## config.mk

```make
export PLATFORM = sky130hd
export DESIGN_NAME = inv_sub_bytes_engine
export DESIGN_NICKNAME = d
export VERILOG_FILES = /design/src/rtl/inv_sub_bytes_engine.sv
export SDC_FILE = /design/constraint.sdc
export NUM_CORES = 1
export LEC_CHECK = 0
export ABC_AREA = 1
export CELL_PAD_IN_SITES_DETAIL_PLACEMENT = 1
export CELL_PAD_IN_SITES_GLOBAL_PLACEMENT = 2
export CORE_MARGIN = 1.5
export CORE_UTILIZATION = 28
export CTS_BUF_LIST = sky130_fd_sc_hd__clkbuf_4 sky130_fd_sc_hd__clkbuf_8
export DETAILED_ROUTE_END_ITERATION = 8
export HOLD_SLACK_MARGIN = 0.02
export PLACE_DENSITY = 0.76
export SLEW_MARGIN = 15
export SYNTH_ARGS = -nofsm -noshare
export SYNTH_HDL_FRONTEND = slang
export SYNTH_SLANG_ARGS = --single-unit
```

## constraint.sdc

```tcl
create_clock -name clk -period 2.9 [get_ports clk]
set_input_delay 0.29 -clock clk [delete_from_list [all_inputs] [get_ports clk]]
set_output_delay 0.29 -clock clk [all_outputs]
set_load 0.02 [all_outputs]
```

## src/rtl/inv_sub_bytes_engine.sv

```systemverilog
// Sequential AES InvSubBytes engine: accepts a 128-bit state, substitutes
// BYTES_PER_CYCLE bytes per cycle through shared inverse S-box lookups and
// presents the result on a valid/ready output that holds until taken.
module inv_sub_bytes_engine #(
  parameter int BYTES_PER_CYCLE = 4
) (
  input  logic         clk,
  input  logic         n_rst,
  input  logic         in_valid,
  output logic         in_ready,
  input  logic [127:0] data_in,
  output logic         out_valid,
  input  logic         out_ready,
  output logic [127:0] data_out
);

  localparam int N  = 16 / BYTES_PER_CYCLE;
  localparam int CW = (N > 1) ? $clog2(N) : 1;
  localparam logic [CW-1:0] LAST_K = CW'(N - 1);

  // FIPS-197 inverse S-box, indexed by the input byte
  localparam logic [7:0] INV_SBOX [256] = '{
    8'h52, 8'h09, 8'h6a, 8'hd5, 8'h30, 8'h36, 8'ha5, 8'h38, 8'hbf, 8'h40, 8'ha3, 8'h9e, 8'h81, 8'hf3, 8'hd7, 8'hfb,
    8'h7c, 8'he3, 8'h39, 8'h82, 8'h9b, 8'h2f, 8'hff, 8'h87, 8'h34, 8'h8e, 8'h43, 8'h44, 8'hc4, 8'hde, 8'he9, 8'hcb,
    8'h54, 8'h7b, 8'h94, 8'h32, 8'ha6, 8'hc2, 8'h23, 8'h3d, 8'hee, 8'h4c, 8'h95, 8'h0b, 8'h42, 8'hfa, 8'hc3, 8'h4e,
    8'h08, 8'h2e, 8'ha1, 8'h66, 8'h28, 8'hd9, 8'h24, 8'hb2, 8'h76, 8'h5b, 8'ha2, 8'h49, 8'h6d, 8'h8b, 8'hd1, 8'h25,
    8'h72, 8'hf8, 8'hf6, 8'h64, 8'h86, 8'h68, 8'h98, 8'h16, 8'hd4, 8'ha4, 8'h5c, 8'hcc, 8'h5d, 8'h65, 8'hb6, 8'h92,
    8'h6c, 8'h70, 8'h48, 8'h50, 8'hfd, 8'hed, 8'hb9, 8'hda, 8'h5e, 8'h15, 8'h46, 8'h57, 8'ha7, 8'h8d, 8'h9d, 8'h84,
    8'h90, 8'hd8, 8'hab, 8'h00, 8'h8c, 8'hbc, 8'hd3, 8'h0a, 8'hf7, 8'he4, 8'h58, 8'h05, 8'hb8, 8'hb3, 8'h45, 8'h06,
    8'hd0, 8'h2c, 8'h1e, 8'h8f, 8'hca, 8'h3f, 8'h0f, 8'h02, 8'hc1, 8'haf, 8'hbd, 8'h03, 8'h01, 8'h13, 8'h8a, 8'h6b,
    8'h3a, 8'h91, 8'h11, 8'h41, 8'h4f, 8'h67, 8'hdc, 8'hea, 8'h97, 8'hf2, 8'hcf, 8'hce, 8'hf0, 8'hb4, 8'he6, 8'h73,
    8'h96, 8'hac, 8'h74, 8'h22, 8'he7, 8'had, 8'h35, 8'h85, 8'he2, 8'hf9, 8'h37, 8'he8, 8'h1c, 8'h75, 8'hdf, 8'h6e,
    8'h47, 8'hf1, 8'h1a, 8'h71, 8'h1d, 8'h29, 8'hc5, 8'h89, 8'h6f, 8'hb7, 8'h62, 8'h0e, 8'haa, 8'h18, 8'hbe, 8'h1b,
    8'hfc, 8'h56, 8'h3e, 8'h4b, 8'hc6, 8'hd2, 8'h79, 8'h20, 8'h9a, 8'hdb, 8'hc0, 8'hfe, 8'h78, 8'hcd, 8'h5a, 8'hf4,
    8'h1f, 8'hdd, 8'ha8, 8'h33, 8'h88, 8'h07, 8'hc7, 8'h31, 8'hb1, 8'h12, 8'h10, 8'h59, 8'h27, 8'h80, 8'hec, 8'h5f,
    8'h60, 8'h51, 8'h7f, 8'ha9, 8'h19, 8'hb5, 8'h4a, 8'h0d, 8'h2d, 8'he5, 8'h7a, 8'h9f, 8'h93, 8'hc9, 8'h9c, 8'hef,
    8'ha0, 8'he0, 8'h3b, 8'h4d, 8'hae, 8'h2a, 8'hf5, 8'hb0, 8'hc8, 8'heb, 8'hbb, 8'h3c, 8'h83, 8'h53, 8'h99, 8'h61,
    8'h17, 8'h2b, 8'h04, 8'h7e, 8'hba, 8'h77, 8'hd6, 8'h26, 8'he1, 8'h69, 8'h14, 8'h63, 8'h55, 8'h21, 8'h0c, 8'h7d
  };

  function automatic logic [7:0] inv_sbox(input logic [7:0] b);
    return INV_SBOX[b];
  endfunction

  typedef enum logic [1:0] {
    IDLE = 2'd0,
    BUSY = 2'd1,
    DONE = 2'd2
  } state_e;

  state_e        state_q, state_d;
  logic [CW-1:0] cnt_q, cnt_d;
  logic [127:0]  work_q, work_d;
  logic [127:0]  data_out_q, data_out_d;
  logic          in_ready_q, in_ready_d;
  logic          out_valid_q, out_valid_d;
  logic [127:0]  subst_s;

  // Working state with the current byte group passed through the lookups;
  // lookup inputs only see the working register while BUSY.
  always_comb begin
    subst_s = work_q;
    if (state_q == BUSY) begin
      for (int j = 0; j < BYTES_PER_CYCLE; j++) begin
        subst_s[127 - 8*(int'(cnt_q)*BYTES_PER_CYCLE + j) -: 8] =
          inv_sbox(work_q[127 - 8*(int'(cnt_q)*BYTES_PER_CYCLE + j) -: 8]);
      end
    end else begin
      subst_s = work_q;
    end
  end

  // Next-state logic for the IDLE/BUSY/DONE sequencer and its datapath
  always_comb begin
    state_d    = state_q;
    cnt_d      = cnt_q;
    work_d     = work_q;
    data_out_d = data_out_q;
    case (state_q)
      IDLE: begin
        if (in_valid && in_ready_q) begin
          work_d  = data_in;
          cnt_d   = {CW{1'b0}};
          state_d = BUSY;
        end else begin
          state_d = IDLE;
        end
      end
      BUSY: begin
        work_d = subst_s;
        if (cnt_q == LAST_K) begin
          data_out_d = subst_s;
          cnt_d      = {CW{1'b0}};
          state_d    = DONE;
        end else begin
          cnt_d   = cnt_q + CW'(1);
          state_d = BUSY;
        end
      end
      DONE: begin
        if (out_ready) begin
          state_d = IDLE;
        end else begin
          state_d = DONE;
        end
      end
      default: begin
        state_d = IDLE;
      end
    endcase
    // Handshake flags are registered copies of the upcoming state
    in_ready_d  = (state_d == IDLE);
    out_valid_d = (state_d == DONE);
  end

  // State, datapath and registered handshake outputs; reset discards any block
  always_ff @(posedge clk or negedge n_rst) begin
    if (!n_rst) begin
      state_q     <= IDLE;
      cnt_q       <= {CW{1'b0}};
      work_q      <= 128'h0;
      data_out_q  <= 128'h0;
      in_ready_q  <= 1'b0;
      out_valid_q <= 1'b0;
    end else begin
      state_q     <= state_d;
      cnt_q       <= cnt_d;
      work_q      <= work_d;
      data_out_q  <= data_out_d;
      in_ready_q  <= in_ready_d;
      out_valid_q <= out_valid_d;
    end
  end

  assign in_ready  = in_ready_q;
  assign out_valid = out_valid_q;
  assign data_out  = data_out_q;

endmodule

```

==> results.yml, run 1 <==
worst_setup_path:
  r2r_slack_ps: -190
  crit_family: "simple AND/OR/NAND/NOR gates"
  slowest_stage: "dfrtp_4"
  reg2reg_to: "work_q[108]$_DFFE_PN0P_"
  cp-endpoint: "work_q[108]$_DFFE_PN0P_"
  cp.buffers_inverters: 5
  criticalPathCategory: "reg2reg"
  cp_common_cell: "nand2_1"
  startpoint_type: "flip-flop"
  end_kind: "flip-flop"
  reg2reg_depth: 19
  timing.critical_path.depth: 19
  critPathMaxStageDelay_ps: 570
  required_ps: 3570
  arrival_ps: 3770
  cp_cell_sequence: "buf_12, buf_12, nand2_1, nand3_1, nand2_4, buf_4, buf_4, ha_1, nand2_1, nand3_1, nand3_1, nand2_1, nand2_2, nand3_4, nand4_1, buf_6, nand2_2, nand2_1, nand2_1"
  startpoint: "cnt_q[0]$_DFFE_PN0P_"
  crit_fanout: 12
  r2r-start: "cnt_q[0]$_DFFE_PN0P_"
global_route:
  antenna_found_initial: 8
  overflow: 0
  grt_pass1_wl_mm: 260
  grt_usage: 0.371
  grt_max_degree: 79
  grt_pass1_vias: 38000
clocking:
  h-tree-depth: 2
  path_clk_slew_ps: 70
  clk-insertion-delay-late_ps: 760
  cts_buffer_depth: 3
  cts-root-buf: "clkbuf_8"
  clock-sinks: 262
  numCtsBuffers: 52
  cts_tree: "done"
timing:
  finalWorstSetupSlack_ps: -193
  worst_slew_pin_slew_ps: 853
  fin_crit_sh: 1.07
  rsz0062_at_grt: "true"
  min_period_ps: 3090
  slew_headroom: 0.431
  hold_viol: 0
  fmax_mhz: 323
  finalSetupTns_ps: -20300
  setup_viol: 228
  drv_slew: 0
  skew_ps: 47.1
floorplanning:
  die-area_um2: 94100
  start_util: 0.282
  chipHeight_um: 307
  ios: 262
  fp-row-count: 111
  core_um2: 91500
  die_x_um: 307
logic_synthesis:
  async_reset_ff_frac: 1.00
  yosys.cell_types.count: 32
  yosysSeqAreaShare: 0.254
  postSynthCellCount: 4417
  syn_nets: 4620
  ys_ff_latch: 262
  syn_area_per_cell_um2: 5.85
  yosysWarnings: 0
  synthFlopType: "dfrtp_1"
  syn-cell-area_um2: 25800
  synth_edf_count: 0
placement:
  place_inst: 6487
  gp_congestion: 1.04
  numPortBuffers: 261
  place_area_um2: 36600
  dp_hpwl_mm: 138
routing:
  route.met3.wl_mm: 15.4
  drtIter0Drc: 3328
  topRoutingLayerUsed: "met5"
  vias: 37400
  drc_errors: 0
  ant_nets: 0
  wl_met2_mm: 79.5
  routedWlPerCell_um: 27.0
  firstDrtPassIters: 5
  met1_length_mm: 75.4
  vias_per_cell: 5.62
  routed_wirelength_mm: 180
final_layout:
  design_area_um2: 41600
  mostFrequentLayoutCells: "nand2_1 (1601), nand3_1 (974), buf_4 (801)"
  drive_gt1_frac: 0.302
  finalNonFillerCells: 6651
  layout_commonest_cell: "nand2_1"
  areaGrowthSynthToFinish_pct: 60.9
  layout.nets: 5622
status:
  violations: "setup timing"
  status: "finished, violations left"
hold_path:
  holdCritPathClass: "in2async"
run:
  maxCapViolCount: 0
## synthesized netlist by cell type, types with 3 or more instances
cell type | n | share of area
or2_1 | 3 | 0.00073
o21ai_1 | 4 | 0.00077
o21ai_0 | 97 | 0.019
nand4_1 | 146 | 0.035
nand3_1 | 1186 | 0.23
buf_1 | 35 | 0.0051
a21oi_1 | 77 | 0.015
a32oi_4 | 4 | 0.0043
clkbuf_1 | 109 | 0.016
o211ai_1 | 9 | 0.0026
buf_6 | 12 | 0.0052
nand3b_1 | 5 | 0.0015
nand2_1 | 1760 | 0.26
inv_2 | 12 | 0.0017
ha_1 | 71 | 0.034
nand2_2 | 11 | 0.0027
nand3_2 | 12 | 0.0046
buf_4 | 29 | 0.0084
inv_1 | 277 | 0.040
a22oi_1 | 25 | 0.0073
a22o_1 | 42 | 0.014
dfrtp_1 | 262 | 0.25
nand2_4 | 3 | 0.0013
buf_2 | 122 | 0.024
or2_2 | 6 | 0.0015
nor2_1 | 90 | 0.013
## cells by family (layout without fill, tap and decap cells)
group | count (synthesis) | count (layout) | synth area share
other | 0 | 3 | 0
and+or+nand+nor | 3225 | 3228 | 0.547
adders and majority gates | 71 | 71 | 0.0344
buffers and inverters | 598 | 1640 | 0.101
AOI/OAI and AO/OA | 261 | 261 | 0.0644
DFF | 262 | 262 | 0.254
## state kept, by name, summed over array words and instances, names as in the netlist
| name | cells |
|---|---|
| cnt_q | 2 |
| data_out | 128 |
| in_ready | 1 |
| out_valid | 1 |
| state_q | 2 |
| work_q | 128 |
## cell type report
| class | count | area, um2 |
|---|---|---|
| Antenna cell | 3 | 7.51 |
| Clock buffer | 70 | 913 |
| Clock inverter | 27 | 403 |
| Fill cell | 11800 | 50000 |
| Inverter | 291 | 1130 |
| Multi-Input combinational cell | 3560 | 19300 |
| Sequential cell | 262 | 6560 |
| Tap cell | 1186 | 1480 |
| Timing Repair Buffer | 1251 | 11700 |
| Timing Repair inverter | 1 | 16.3 |
## per-layer routing
metal	track usage	up-vias
met4	0.180	6
met5	0	-
met1	0.490	18400
met2	0.576	1804
met3	0.0737	452
li1	-	16700
## timing repair
action,CTS,global route
cloned,4,2
endpoints found under the hold margin,66,0
setup endpoints to repair,256,256
setup buffers,30,27
gates resized for setup,478,272
pin swaps,56,66
hold buffers,1,0
## per-stage QoR
step / hold WS, ps / util / worst slack, ps
global placement: 337 / 0.400 / -626
floorplan: -5.59 / - / 193
finish: 95.8 / 0.454 / -193
global route: 162 / 0.454 / -345
CTS: 80.6 / 0.439 / -206
detailed placement: 333 / 0.400 / -623
## worst min-delay path by stage
stage	end	slack (ps)	cells past startpoint
3_3_place_gp	work_q[37]$_DFFE_PN0P_	340	1
5_1_grt	work_q[12]$_DFFE_PN0P_	160	3
3_5_place_dp	data_out[36]$_DFFE_PN0P_	330	1
6_report	work_q[37]$_DFFE_PN0P_	100	2
4_1_cts	work_q[12]$_DFFE_PN0P_	80	3
2_1_floorplan	cnt_q[0]$_DFFE_PN0P_	-6	0
Power of run 1 is not shown: default switching activity piles up to over one toggle a cycle in this logic, so the estimate is an artifact.
==> run 2: changes to the inputs <==
HOLD_SLACK_MARGIN = 0.15   (was 0.02)
==> results.yml, run 2 (synthesis results as in run 1) <==
final_layout:
  layout.nets: 5618
  areaGrowthSynthToFinish_pct: 59.2
  drive_gt1_frac: 0.288
  layout_commonest_cell: "nand2_1"
  mostFrequentLayoutCells: "nand2_1 (1616), nand3_1 (1006), buf_4 (795)"
routing:
  drc_errors: 0
  vias: 37400
  vias_per_cell: 5.62
  routedWlPerCell_um: 27.1
  ant_nets: 0
  firstDrtPassIters: 5
  drtIter0Drc: 3245
  routed_wirelength_mm: 180
worst_setup_path:
  r2r-start: "cnt_q[0]$_DFFE_PN0P_"
  criticalPathCategory: "reg2reg"
  r2r_slack_ps: -220
  slowest_stage: "dfrtp_4"
  critPathMaxStageDelay_ps: 570
  cp.buffers_inverters: 5
  cp_common_cell: "nand2_1"
  required_ps: 3520
  reg2reg_to: "work_q[35]$_DFFE_PN0P_"
  startpoint_type: "flip-flop"
  crit_family: "simple AND/OR/NAND/NOR gates"
  end_kind: "flip-flop"
  cp_cell_sequence: "buf_6, buf_12, nand2_1, nand2_1, nand2_1, nand2_2, ha_4, buf_4, inv_2, nand2_2, nand2_2, buf_4, nand2_1, nand3_1, nand3_1, nand3_1, nand3_1, nand4_1, nand2_1, nand2_1, nand2_1"
  crit_fanout: 15
  reg2reg_depth: 21
  startpoint: "cnt_q[0]$_DFFE_PN0P_"
  arrival_ps: 3740
floorplanning:
  start_util: 0.282
  die-area_um2: 94100
  chipHeight_um: 307
  core_um2: 91500
  die_x_um: 307
  fp-row-count: 111
  ios: 262
timing:
  hold_viol: 0
  finalWorstSetupSlack_ps: -220
  min_period_ps: 3120
  drv_slew: 0
  worst_slew_pin_slew_ps: 865
  fin_crit_sh: 1.08
  skew_ps: 45.7
  fmax_mhz: 320
  slew_headroom: 0.424
  holdWs_ps: 193
  rsz0062_at_grt: "true"
  setup_viol: 235
clocking:
  h-tree-depth: 2
  cts_buffer_depth: 3
  clock-sinks: 262
  clk-insertion-delay-late_ps: 760
  path_clk_slew_ps: 70
  cts-root-buf: "clkbuf_8"
  numCtsBuffers: 52
  cts_tree: "done"
hold_path:
  worstHoldEndpoint: "work_q[118]$_DFFE_PN0P_"
  hold_depth: 5
  worstHoldStart: "data_in[118]"
  holdCritPathClass: "in2reg"
placement:
  gp_congestion: 1.04
  dp_hpwl_mm: 138
  numPortBuffers: 261
status:
  violations: "setup timing"
  status: "finished, violations left"
run:
  maxCapViolCount: 0
global_route:
  antenna_found_initial: 8
  overflow: 0
  grt_pass1_wl_mm: 260
  grt_usage: 0.372
  grt_max_degree: 79
  grt_pass1_vias: 38100
[run 2: cell types whose count changed in the layout (fill, tap and decap cells not counted), moves of 4 or more]
cell and delta:
buf_4 -6, buf_6 -4, buf_8 -4, dlygate4sd3_1 +11
ha_1 +6, ha_4 -5, nand2_1 +15, nand2_2 -13
nand3_1 +32, nand3_2 -27, nand3_4 -5
[run 2: through the flow]
stage	worst slack, ps	instance area (um2)	utilization	TNS (ps)	cells
after floorplan	193	25800	-	0	4417
after global placement	-626	36600	0.400	-100340	6487
after detailed placement	-623	36600	0.400	-104970	6487
after CTS	-206	40300	0.440	-19620	6631
after global routing	-352	41100	0.450	-55510	6646
final	-220	41100	0.450	-24640	6647
[run 2: tightest hold or removal path, stage by stage]
cell and delay (ps):
clkdlybuf4s50_1 400, nand2_1 60, o21ai_0 70, inv_1 50, nand2_1 50
[run 2: worst max-delay path by stage]
stage,to,slack (ps),cells past startpoint
2_1_floorplan,data_out[82]$_DFFE_PN0P_,190,20
3_3_place_gp,data_out[66]$_DFFE_PN0P_,-630,19
3_5_place_dp,data_out[66]$_DFFE_PN0P_,-620,19
4_1_cts,data_out[58]$_DFFE_PN0P_,-210,20
5_1_grt,work_q[101]$_DFFE_PN0P_,-350,21
6_report,work_q[35]$_DFFE_PN0P_,-220,21
[run 2: layout make-up]
| class | instances | area (um2) |
|---|---|---|
| clock buffers | 70 | 913 |
| repair inverters | 1 | 16.3 |
| clock inverters | 27 | 403 |
| fillers | 11800 | 50400 |
| repair buffers | 1247 | 11600 |
| flip-flops and latches | 262 | 6560 |
| well taps | 1186 | 1480 |
| inverters | 291 | 1130 |
| multi-input cells | 3560 | 19000 |
| diodes | 3 | 7.51 |
[run 2: repair_timing]
action                                  in CTS  in global routing
endpoints found under the setup margin     256                256
gates cloned                                 4                  2
endpoints found under the hold margin      272                  0
resized for setup                          478                183
hold buffers                                13                  0
setup buffers                               30                 11
pin swaps                                   56                 51
[run 2: metal layers]
layer  vias up  track usage  wire (um)
li1      16700            -          -
met1     18500        0.490      75800
met2      1733        0.580      79300
met3       459       0.0742      15000
met4         8        0.179       9610
met5         -            0        111
Power of run 2 is left out for the same reason.
